[config.mk]
export PLATFORM = sky130hd
export DESIGN_NAME = fetch_unit
export DESIGN_NICKNAME = d
export VERILOG_FILES = /design/src/rtl/fetch_unit_pkg.sv /design/src/rtl/fetch_unit_pc_reg.sv /design/src/rtl/fetch_unit.sv
export SDC_FILE = /design/constraint.sdc
export NUM_CORES = 1
export LEC_CHECK = 0
export BUFFER_PORTS_ARGS = -buffer_cell sky130_fd_sc_hd__buf_4
export CORE_UTILIZATION = 50
export DETAILED_ROUTE_END_ITERATION = 6
export PLACE_DENSITY = 0.82
export SLEW_MARGIN = 30
export SYNTH_ARGS = -nofsm -noshare
export SYNTH_HDL_FRONTEND = slang
export SYNTH_HIERARCHICAL = 1
export SYNTH_SLANG_ARGS = --single-unit
[constraint.sdc]
create_clock -name Clk -period 3.3 [get_ports Clk]
set_clock_uncertainty 0.15 [all_clocks]
set_input_delay 0.66 -clock Clk [delete_from_list [all_inputs] [get_ports Clk]]
set_output_delay 0.66 -clock Clk [all_outputs]
set_load 0.01 [all_outputs]
[src/rtl/fetch_unit_pkg.sv]
// rtl/fetch_unit_pkg.sv - shared fetch state, word size and halt encoding
package fetch_unit_pkg;

  typedef enum logic [1:0] {
    FETCH_BOOT = 2'd0,
    FETCH_RUN  = 2'd1,
    FETCH_HALT = 2'd2
  } fetch_state_e;

  localparam logic [31:0] WORD_BYTES         = 32'd4;
  localparam logic [31:0] DEFAULT_HALT_INSTR = 32'hFC00_0000;

  function automatic logic [31:0] align_word(input logic [31:0] addr);
    return {addr[31:2], 2'b00};
  endfunction

endpackage

[src/rtl/fetch_unit_pc_reg.sv]
// rtl/fetch_unit_pc_reg.sv - program counter with redirect priority mux and sticky alignment flag
module pc_reg
  import fetch_unit_pkg::*;
#(
  parameter logic [31:0] RESET_PC = 32'h0000_0000
) (
  input  logic        clk,
  input  logic        rst_n,
  input  logic        run_en,
  input  logic        stall,
  input  logic        jump,
  input  logic [31:0] jump_target,
  input  logic        branch_taken,
  input  logic [31:0] branch_target,
  output logic [31:0] pc,
  output logic        redirect,
  output logic        align_err
);

  logic [31:0] pc_q, pc_d;
  logic        align_err_q, align_err_d;
  logic [31:0] target;

  always_comb begin
    target      = jump ? jump_target : branch_target;
    redirect    = run_en & (jump | branch_taken);
    pc_d        = pc_q;
    align_err_d = align_err_q;
    if (run_en) begin
      // A redirect wins over a stall so a taken branch is never lost
      if (redirect) begin
        pc_d = align_word(target);
        if (target[1:0] != 2'b00) align_err_d = 1'b1;
      end else if (!stall) begin
        pc_d = pc_q + WORD_BYTES;
      end
    end
  end

  always_ff @(posedge clk or negedge rst_n) begin
    if (!rst_n) begin
      pc_q        <= RESET_PC;
      align_err_q <= 1'b0;
    end else begin
      pc_q        <= pc_d;
      align_err_q <= align_err_d;
    end
  end

  assign pc        = pc_q;
  assign align_err = align_err_q;

endmodule

[src/rtl/fetch_unit.sv]
// rtl/fetch_unit.sv - instruction fetch stage: boot/run/halt control and IF/ID pipeline register
module fetch_unit
  import fetch_unit_pkg::*;
#(
  parameter logic [31:0] RESET_PC   = 32'h0000_0000,
  parameter logic [31:0] HALT_INSTR = DEFAULT_HALT_INSTR
) (
  input  logic        Clk,
  input  logic        Rst_n,
  input  logic        Stall,
  input  logic        Flush,
  input  logic        BranchTaken,
  input  logic [31:0] BranchTarget,
  input  logic        Jump,
  input  logic [31:0] JumpTarget,
  output logic [31:0] Address,
  input  logic [31:0] Instr,
  output logic [31:0] IfIdInstr,
  output logic [31:0] IfIdPC,
  output logic [31:0] IfIdPCPlus4,
  output logic        IfIdValid,
  output logic        AlignErr,
  output logic        Halted
);

  fetch_state_e state_q, state_d;
  logic [31:0]  if_id_instr_q, if_id_instr_d;
  logic [31:0]  if_id_pc_q, if_id_pc_d;
  logic [31:0]  if_id_pc_plus4_q, if_id_pc_plus4_d;
  logic         if_id_valid_q, if_id_valid_d;
  logic [31:0]  pc;
  logic         redirect;
  logic         run_en;

  assign run_en = (state_q == FETCH_RUN);

  pc_reg #(
    .RESET_PC(RESET_PC)
  ) u_pc_reg (
    .clk          (Clk),
    .rst_n        (Rst_n),
    .run_en       (run_en),
    .stall        (Stall),
    .jump         (Jump),
    .jump_target  (JumpTarget),
    .branch_taken (BranchTaken),
    .branch_target(BranchTarget),
    .pc           (pc),
    .redirect     (redirect),
    .align_err    (AlignErr)
  );

  always_comb begin
    state_d          = state_q;
    if_id_instr_d    = if_id_instr_q;
    if_id_pc_d       = if_id_pc_q;
    if_id_pc_plus4_d = if_id_pc_plus4_q;
    if_id_valid_d    = if_id_valid_q;
    case (state_q)
      FETCH_BOOT: state_d = FETCH_RUN;
      FETCH_RUN: begin
        if (Flush || redirect) begin
          if_id_instr_d = '0;
          if_id_valid_d = 1'b0;
        end else if (!Stall) begin
          if_id_instr_d    = Instr;
          if_id_pc_d       = pc;
          if_id_pc_plus4_d = pc + WORD_BYTES;
          if_id_valid_d    = 1'b1;
          if (Instr == HALT_INSTR) state_d = FETCH_HALT;
        end
      end
      FETCH_HALT: begin
        // The halt instruction stays visible for one cycle, then bubbles forever
        if_id_instr_d = '0;
        if_id_valid_d = 1'b0;
      end
      default: state_d = FETCH_BOOT;
    endcase
  end

  always_ff @(posedge Clk or negedge Rst_n) begin
    if (!Rst_n) begin
      state_q          <= FETCH_BOOT;
      if_id_instr_q    <= '0;
      if_id_pc_q       <= '0;
      if_id_pc_plus4_q <= '0;
      if_id_valid_q    <= 1'b0;
    end else begin
      state_q          <= state_d;
      if_id_instr_q    <= if_id_instr_d;
      if_id_pc_q       <= if_id_pc_d;
      if_id_pc_plus4_q <= if_id_pc_plus4_d;
      if_id_valid_q    <= if_id_valid_d;
    end
  end

  assign Address     = pc;
  assign IfIdInstr   = if_id_instr_q;
  assign IfIdPC      = if_id_pc_q;
  assign IfIdPCPlus4 = if_id_pc_plus4_q;
  assign IfIdValid   = if_id_valid_q;
  assign Halted      = (state_q == FETCH_HALT);

endmodule

==> results_dict.tcl, run 1 <==
set metrics [dict create \
    ff2ff_setup_slack_ns 0.51 \
    setup_viol 0 \
    layout_commonest_cell "buf_4" \
    cpLargestDelayFamily "simple AND/OR/NAND/NOR gates" \
    drive_gt1_frac 0.323 \
    slowest_stage "or4_1" \
    r2r-start "u_pc_reg/pc[2]$_DFFE_PN0P_" \
    critPathMaxFanout 19 \
    initial_core_util 0.512 \
    crit_type "reg -> reg" \
    fin_util 0.708 \
    port_buffers 230 \
    synth-seq-area-share 0.498 \
    cts_resized 0 \
    r2r-end "u_pc_reg/pc[28]$_DFFE_PN0P_" \
    track_usage 0.287 \
    antenna_left 0 \
    synth_async_sr_flop_share 1.00 \
    first_pass_iters 6 \
    core_area_mm2 0.0126 \
    routed_wl_mm 19.0 \
    cts_buffer_depth 2 \
    io_pins 233 \
    crit_top_cell "or4_1" \
    first_global_vias 5978 \
    drt_iter0_drc 348 \
    p_leak_nw 4.13 \
    grt_overflow 0 \
    vias 6203 \
    yosysWarnings 6 \
    clkSinkCount 128 \
    syn-instance-count 675 \
    cts_setup_buffers 0 \
    max_cap_viol_count 0 \
    viasPerCell 5.78 \
    die_area_mm2 0.0133 \
    irDropWorstVdd_uv 273 \
    rr_worst_depth 5 \
    antenna_found_initial 0 \
    ys_ff_latch 128 \
    slew_headroom 0.450 \
    synth_top_flop_cell "dfrtp_1" \
    syn_avg_cell_area_um2 9.53 \
    hold_path_class "in -> async" \
    max_freq_ghz 0.359 \
    layout_common_cells "240 x buf_4, 130 x nand2_1, 128 x dfrtp_1" \
    cts.clk_slew.worst_paths_ns 0.06 \
    post-route-drc-count 0 \
    slew_violations 0 \
    cts_tree "built" \
    clk_latency_ns 0.41 \
    htreeDepth 4 \
    fin_crit_ns 2.79 \
    grt_pass1_wl_mm 29.3 \
    nFillCells 955 \
    status "completed" \
    rsz0062_at_grt "false" \
    crit_buf_inv 0 \
    crit_chain "ha_1 > nand3b_1 > or4_1 > or4_1 > a31oi_1" \
    die-width_um 115 \
    gp_congestion 0.813 \
    crit_required_ns 3.48 \
    rows 41 \
    hold_violations 0 \
    setup.worst_path.end_class "flop" \
    synthToLayoutAreaGrowth_pct 38.4 \
    insertedDiodeCount 0 \
    cts_root_buffer "clkbuf_16" \
    dp_hpwl_mm 13.2 \
    synth_edf_count 0 \
    syn_area_mm2 0.00643 \
    worst_pin_slew_ns 0.826 \
    finalPower_mw 5.04 \
    cts_made_buffers 17 \
    hold_buffers 0 \
    critical_path.max_stage_delay_ns 0.83 \
    tns_ns 0 \
    post-route-period-util 0.845 \
    arrival_ns 2.97 \
    fin_nets 996 \
    die_height_um 115 \
    power_density_mw_per_mm2 567 \
    avgRoutedWirePerCell_um 17.7 \
    yosys.cell_types.count 52 \
    grt_max_degree 92 \
    cp-start-kind "flop" \
]
-- layer usage --
layer  wire, µm  vias up  track usage
met5          0        -            0
met3       1370       44       0.0722
met2       9600      291        0.495
met1       7480     2971        0.341
li1           -     2897            -
met4        556        0        0.118
-- per-stage QoR --
| stage | instance area, µm² | hold WS, ns | instances | setup WS [ns] |
|---|---|---|---|---|
| 6_report | 8900 | 0.157 | 1074 | 0.512 |
| 5_1_grt | 8900 | 0.233 | 1074 | 0.374 |
| 4_1_cts | 8900 | 0.208 | 1074 | 0.516 |
| 3_5_place_dp | 8250 | 0.314 | 1042 | 0.431 |
| 3_3_place_gp | 8250 | 0.311 | 1042 | 0.471 |
| 2_1_floorplan | 6430 | 0.214 | 676 | 0.854 |
-- worst max-delay path by stage --
stage / from / to / slack [ns] / cells after the start
4_1_cts: u_pc_reg/pc[2]$_DFFE_PN0P_ / u_pc_reg/pc[28]$_DFFE_PN0P_ / 0.52 / 5
6_report: u_pc_reg/pc[2]$_DFFE_PN0P_ / u_pc_reg/pc[28]$_DFFE_PN0P_ / 0.51 / 5
2_1_floorplan: state_q[1]$_DFFE_PN0P_ / u_pc_reg/pc[30]$_DFFE_PN0P_ / 0.85 / 7
3_3_place_gp: Stall / u_pc_reg/pc[26]$_DFFE_PN0P_ / 0.47 / 5
5_1_grt: u_pc_reg/pc[2]$_DFFE_PN0P_ / u_pc_reg/pc[28]$_DFFE_PN0P_ / 0.37 / 5
3_5_place_dp: Stall / u_pc_reg/pc[26]$_DFFE_PN0P_ / 0.43 / 5
-- where the power goes --
| group | switching [mW] | internal [mW] | total (mW) |
|---|---|---|---|
| combinational | 0.487 | 0.507 | 0.994 |
| clock | 0.707 | 1.33 | 2.04 |
| sequential | 0.231 | 1.78 | 2.01 |
-- final cells by class --
cell class | instances | area [µm²] | area share
repair buffers | 241 | 1810 | 0.204
multi-input cells | 489 | 2980 | 0.334
clock inverters | 12 | 181 | 0.0204
well taps | 172 | 215 | 0.0242
flip-flops and latches | 128 | 3200 | 0.360
clock buffers | 20 | 467 | 0.0524
inverters | 12 | 45.0 | 0.00506
-- Yosys cell counts (2+ instances only) --
master,instances,area share
or2_2,2,0.0019
ha_1,5,0.0097
nor3_1,8,0.0062
buf_4,4,0.0047
clkbuf_8,2,0.0043
and3_1,5,0.0049
dlygate4sd1_1,2,0.0027
nand2_1,130,0.076
a21o_1,2,0.0023
o31a_1,2,0.0027
and4_1,3,0.0041
and3_2,3,0.0035
and2_1,2,0.0019
or4_1,22,0.026
nand4_1,13,0.013
nand3_1,20,0.016
xnor2_1,15,0.020
nor4_1,6,0.0058
a31oi_1,34,0.033
or4_4,3,0.0053
xor2_1,7,0.0095
buf_2,3,0.0023
dfrtp_1,128,0.50
nor4b_1,3,0.0041
clkbuf_1,33,0.019
o21ai_1,2,0.0016
o21ai_0,32,0.025
o31ai_1,19,0.022
nor2_1,20,0.012
or3_1,14,0.014
a21oi_1,11,0.0086
inv_1,12,0.0070
a211oi_1,27,0.032
nor2b_1,29,0.028
a22o_1,32,0.044
mux2i_1,4,0.0062
-- kinds of logic after synthesis --
logic type | Yosys count | share of synthesized area
flops | 128 | 0.498
fa+ha+maj | 5 | 0.00973
buf+inv | 59 | 0.0434
xor+xnor | 22 | 0.0300
other cells | 1 | 0.000583
mux | 4 | 0.00623
compound gates | 164 | 0.174
simple gates | 292 | 0.238
Power figures use the tool's default switching activity.
==> inputs of run 2 (changes only) <==
--- a/config.mk
+++ b/config.mk
@@ -6,9 +6,9 @@
 export NUM_CORES = 1
 export LEC_CHECK = 0
 export BUFFER_PORTS_ARGS = -buffer_cell sky130_fd_sc_hd__buf_4
-export CORE_UTILIZATION = 50
+export CORE_UTILIZATION = 45
 export DETAILED_ROUTE_END_ITERATION = 6
-export PLACE_DENSITY = 0.82
+export PLACE_DENSITY = 0.78
 export SLEW_MARGIN = 30
 export SYNTH_ARGS = -nofsm -noshare
 export SYNTH_HDL_FRONTEND = slang
==> constraint.sdc (replaced) <==
create_clock -name Clk -period 2.5 [get_ports Clk]
set_clock_uncertainty 0.15 [all_clocks]
set_input_delay 0.5 -clock Clk [delete_from_list [all_inputs] [get_ports Clk]]
set_output_delay 0.5 -clock Clk [all_outputs]
set_load 0.01 [all_outputs]
==> run 2 against run 1 <==
  * Routed wire length grew 1.5%
  * Via count shrank 0.16%
  * Maximum frequency is 16% higher
  * Flip-flop and latch count did not move
  * Clock power is 25% higher
  * Largest cell class unchanged
==> results_dict.tcl, run 2 (same netlist as run 1, synthesis figures left out) <==
set metrics [dict create \
    p_int_mw 4.66 \
    place_inst 1080 \
    whs_ns 0.150 \
    critical_path.max_stage_delay_ns 0.59 \
    worst_pin_slew_ns 0.568 \
    hold_path_class "in -> reg" \
    grt_pass1_wl_mm 29.9 \
    rows 43 \
    cts_root_buffer "clkbuf_16" \
    arrival_ns 2.58 \
    crit_top_cell "or4_1" \
    crit_chain "nand3_4 > or4_1 > buf_6 > or4_1 > a31oi_1" \
    critPathMaxFanout 19 \
    max_cap_viol_count 0 \
    die_area_mm2 0.0148 \
    clk_latency_ns 0.42 \
    grt_max_degree 64 \
    viasPerCell 5.56 \
    drt_iter0_drc 422 \
    setup.worst_path.end_class "flop" \
    finalNonFillerCells 1114 \
    cts_setup_buffers 0 \
    layout_commonest_cell "buf_4" \
    htreeDepth 4 \
    layout_common_cells "265 x buf_4, 130 x nand2_1, 128 x dfrtp_1" \
    initial_core_util 0.461 \
    insertedDiodeCount 0 \
    fin_crit_ns 2.39 \
    synthToLayoutAreaGrowth_pct 43.1 \
    crit_required_ns 2.69 \
    slew_violations 0 \
    power_density_mw_per_mm2 717 \
    core_area_mm2 0.0139 \
    io_pins 233 \
    die_height_um 122 \
    max_freq_ghz 0.418 \
    cts_buffer_depth 2 \
    dp_hpwl_mm 13.8 \
    crit_buf_inv 1 \
    tns_ns 0 \
    p_sw_mw 1.94 \
    post-route-drc-count 0 \
    antenna_found_initial 0 \
    hold_violations 0 \
    status "completed" \
    cp-start-kind "flop" \
    power_frac_clock 0.386 \
    port_buffers 230 \
    cts_made_buffers 17 \
    rsz0062_at_grt "false" \
    post-route-period-util 0.958 \
    crit_type "reg -> reg" \
    setup_viol 0 \
    gp_congestion 0.828 \
    sw_frac_of_total 0.293 \
    slowest_stage "dfrtp_1" \
    cts.clk_slew.worst_paths_ns 0.06 \
    p_leak_nw 4.30 \
    cts_tree "built" \
    routed_wl_mm 19.3 \
    avgRoutedWirePerCell_um 17.3 \
    vias 6193 \
    grt_overflow 0 \
    drive_gt1_frac 0.347 \
    irDropWorstVdd_uv 478 \
    slew_headroom 0.621 \
    clkSinkCount 128 \
    nFillCells 1133 \
    die-width_um 122 \
    first_pass_iters 5 \
    power_frac_comb 0.217 \
    track_usage 0.262 \
    first_global_vias 5927 \
    antenna_left 0 \
    fin_nets 1028 \
    p_seq_frac 0.397 \
    cpLargestDelayFamily "simple AND/OR/NAND/NOR gates" \
]
-- run 2: worst register-to-register path, stage by stage (launching register included) --
cell,delay (ns)
dfrtp_1,0.59
nand3_4,0.17
or4_1,0.52
buf_6,0.18
or4_1,0.52
a31oi_1,0.18
-- run 2: cell type report --
| class | instances | area (µm²) | area share |
|---|---|---|---|
| sequential | 128 | 3200 | 0.348 |
| multi-input combinational | 489 | 2990 | 0.325 |
| clock inverter | 15 | 186 | 0.0203 |
| tap | 180 | 225 | 0.0245 |
| timing repair buffer | 273 | 2130 | 0.231 |
| inverter | 12 | 45.0 | 0.00489 |
| clock buffer | 17 | 425 | 0.0462 |
-- run 2: path summary, 6_finish.rpt --
kind,from,end,slack (ns),cells after the start
worst max-delay path,u_pc_reg/pc[6]$_DFFE_PN0P_,u_pc_reg/pc[26]$_DFFE_PN0P_,0.11,5
worst min-delay path,Instr[31],IfIdInstr[31]$_DFFE_PN0P_,0.15,2
worst max register to register,u_pc_reg/pc[6]$_DFFE_PN0P_,u_pc_reg/pc[26]$_DFFE_PN0P_,0.11,5
worst min register to register,u_pc_reg/align_err$_DFFE_PN0P_,u_pc_reg/align_err$_DFFE_PN0P_,0.32,1
max in group asynchronous,Rst_n,u_pc_reg/pc[5]$_DFFE_PN0P_,1.05,3
min in group asynchronous,Rst_n,IfIdInstr[18]$_DFFE_PN0P_,0.47,2
-- run 2: repair_timing --
item / in CTS / in global routing
endpoints found under the setup margin: 0 / 11
hold endpoints to repair: 53 / 0
hold buffers: 1 / 0
gates resized for setup: 0 / 5
-- run 2: through the flow --
stage                util  power (mW)  setup slack (ns)  instance area, µm²
global route        0.661        6.88            0.0141                9200
finish              0.661        6.60             0.105                9200
floorplan               -        3.19            0.0545                6430
global placement    0.613        4.04             0.107                8540
CTS                 0.657        6.64            0.0433                9160
detailed placement  0.613        4.09            0.0595                8540
-- run 2: routing by layer --
layer,part of all wire,GRT usage
met4,0.026,0.112
met1,0.44,0.347
met5,0,0
met2,0.48,0.420
met3,0.056,0.0501
-- run 2: power groups by stage --
stage	clock (mW)	sequential [mW]	combinational, mW
6_report	2.54	2.62	1.44
3_3_place_gp	0	2.64	1.40
4_1_cts	2.58	2.62	1.44
2_1_floorplan	0	2.75	0.442
3_5_place_dp	0	2.65	1.44
5_1_grt	2.66	2.66	1.57
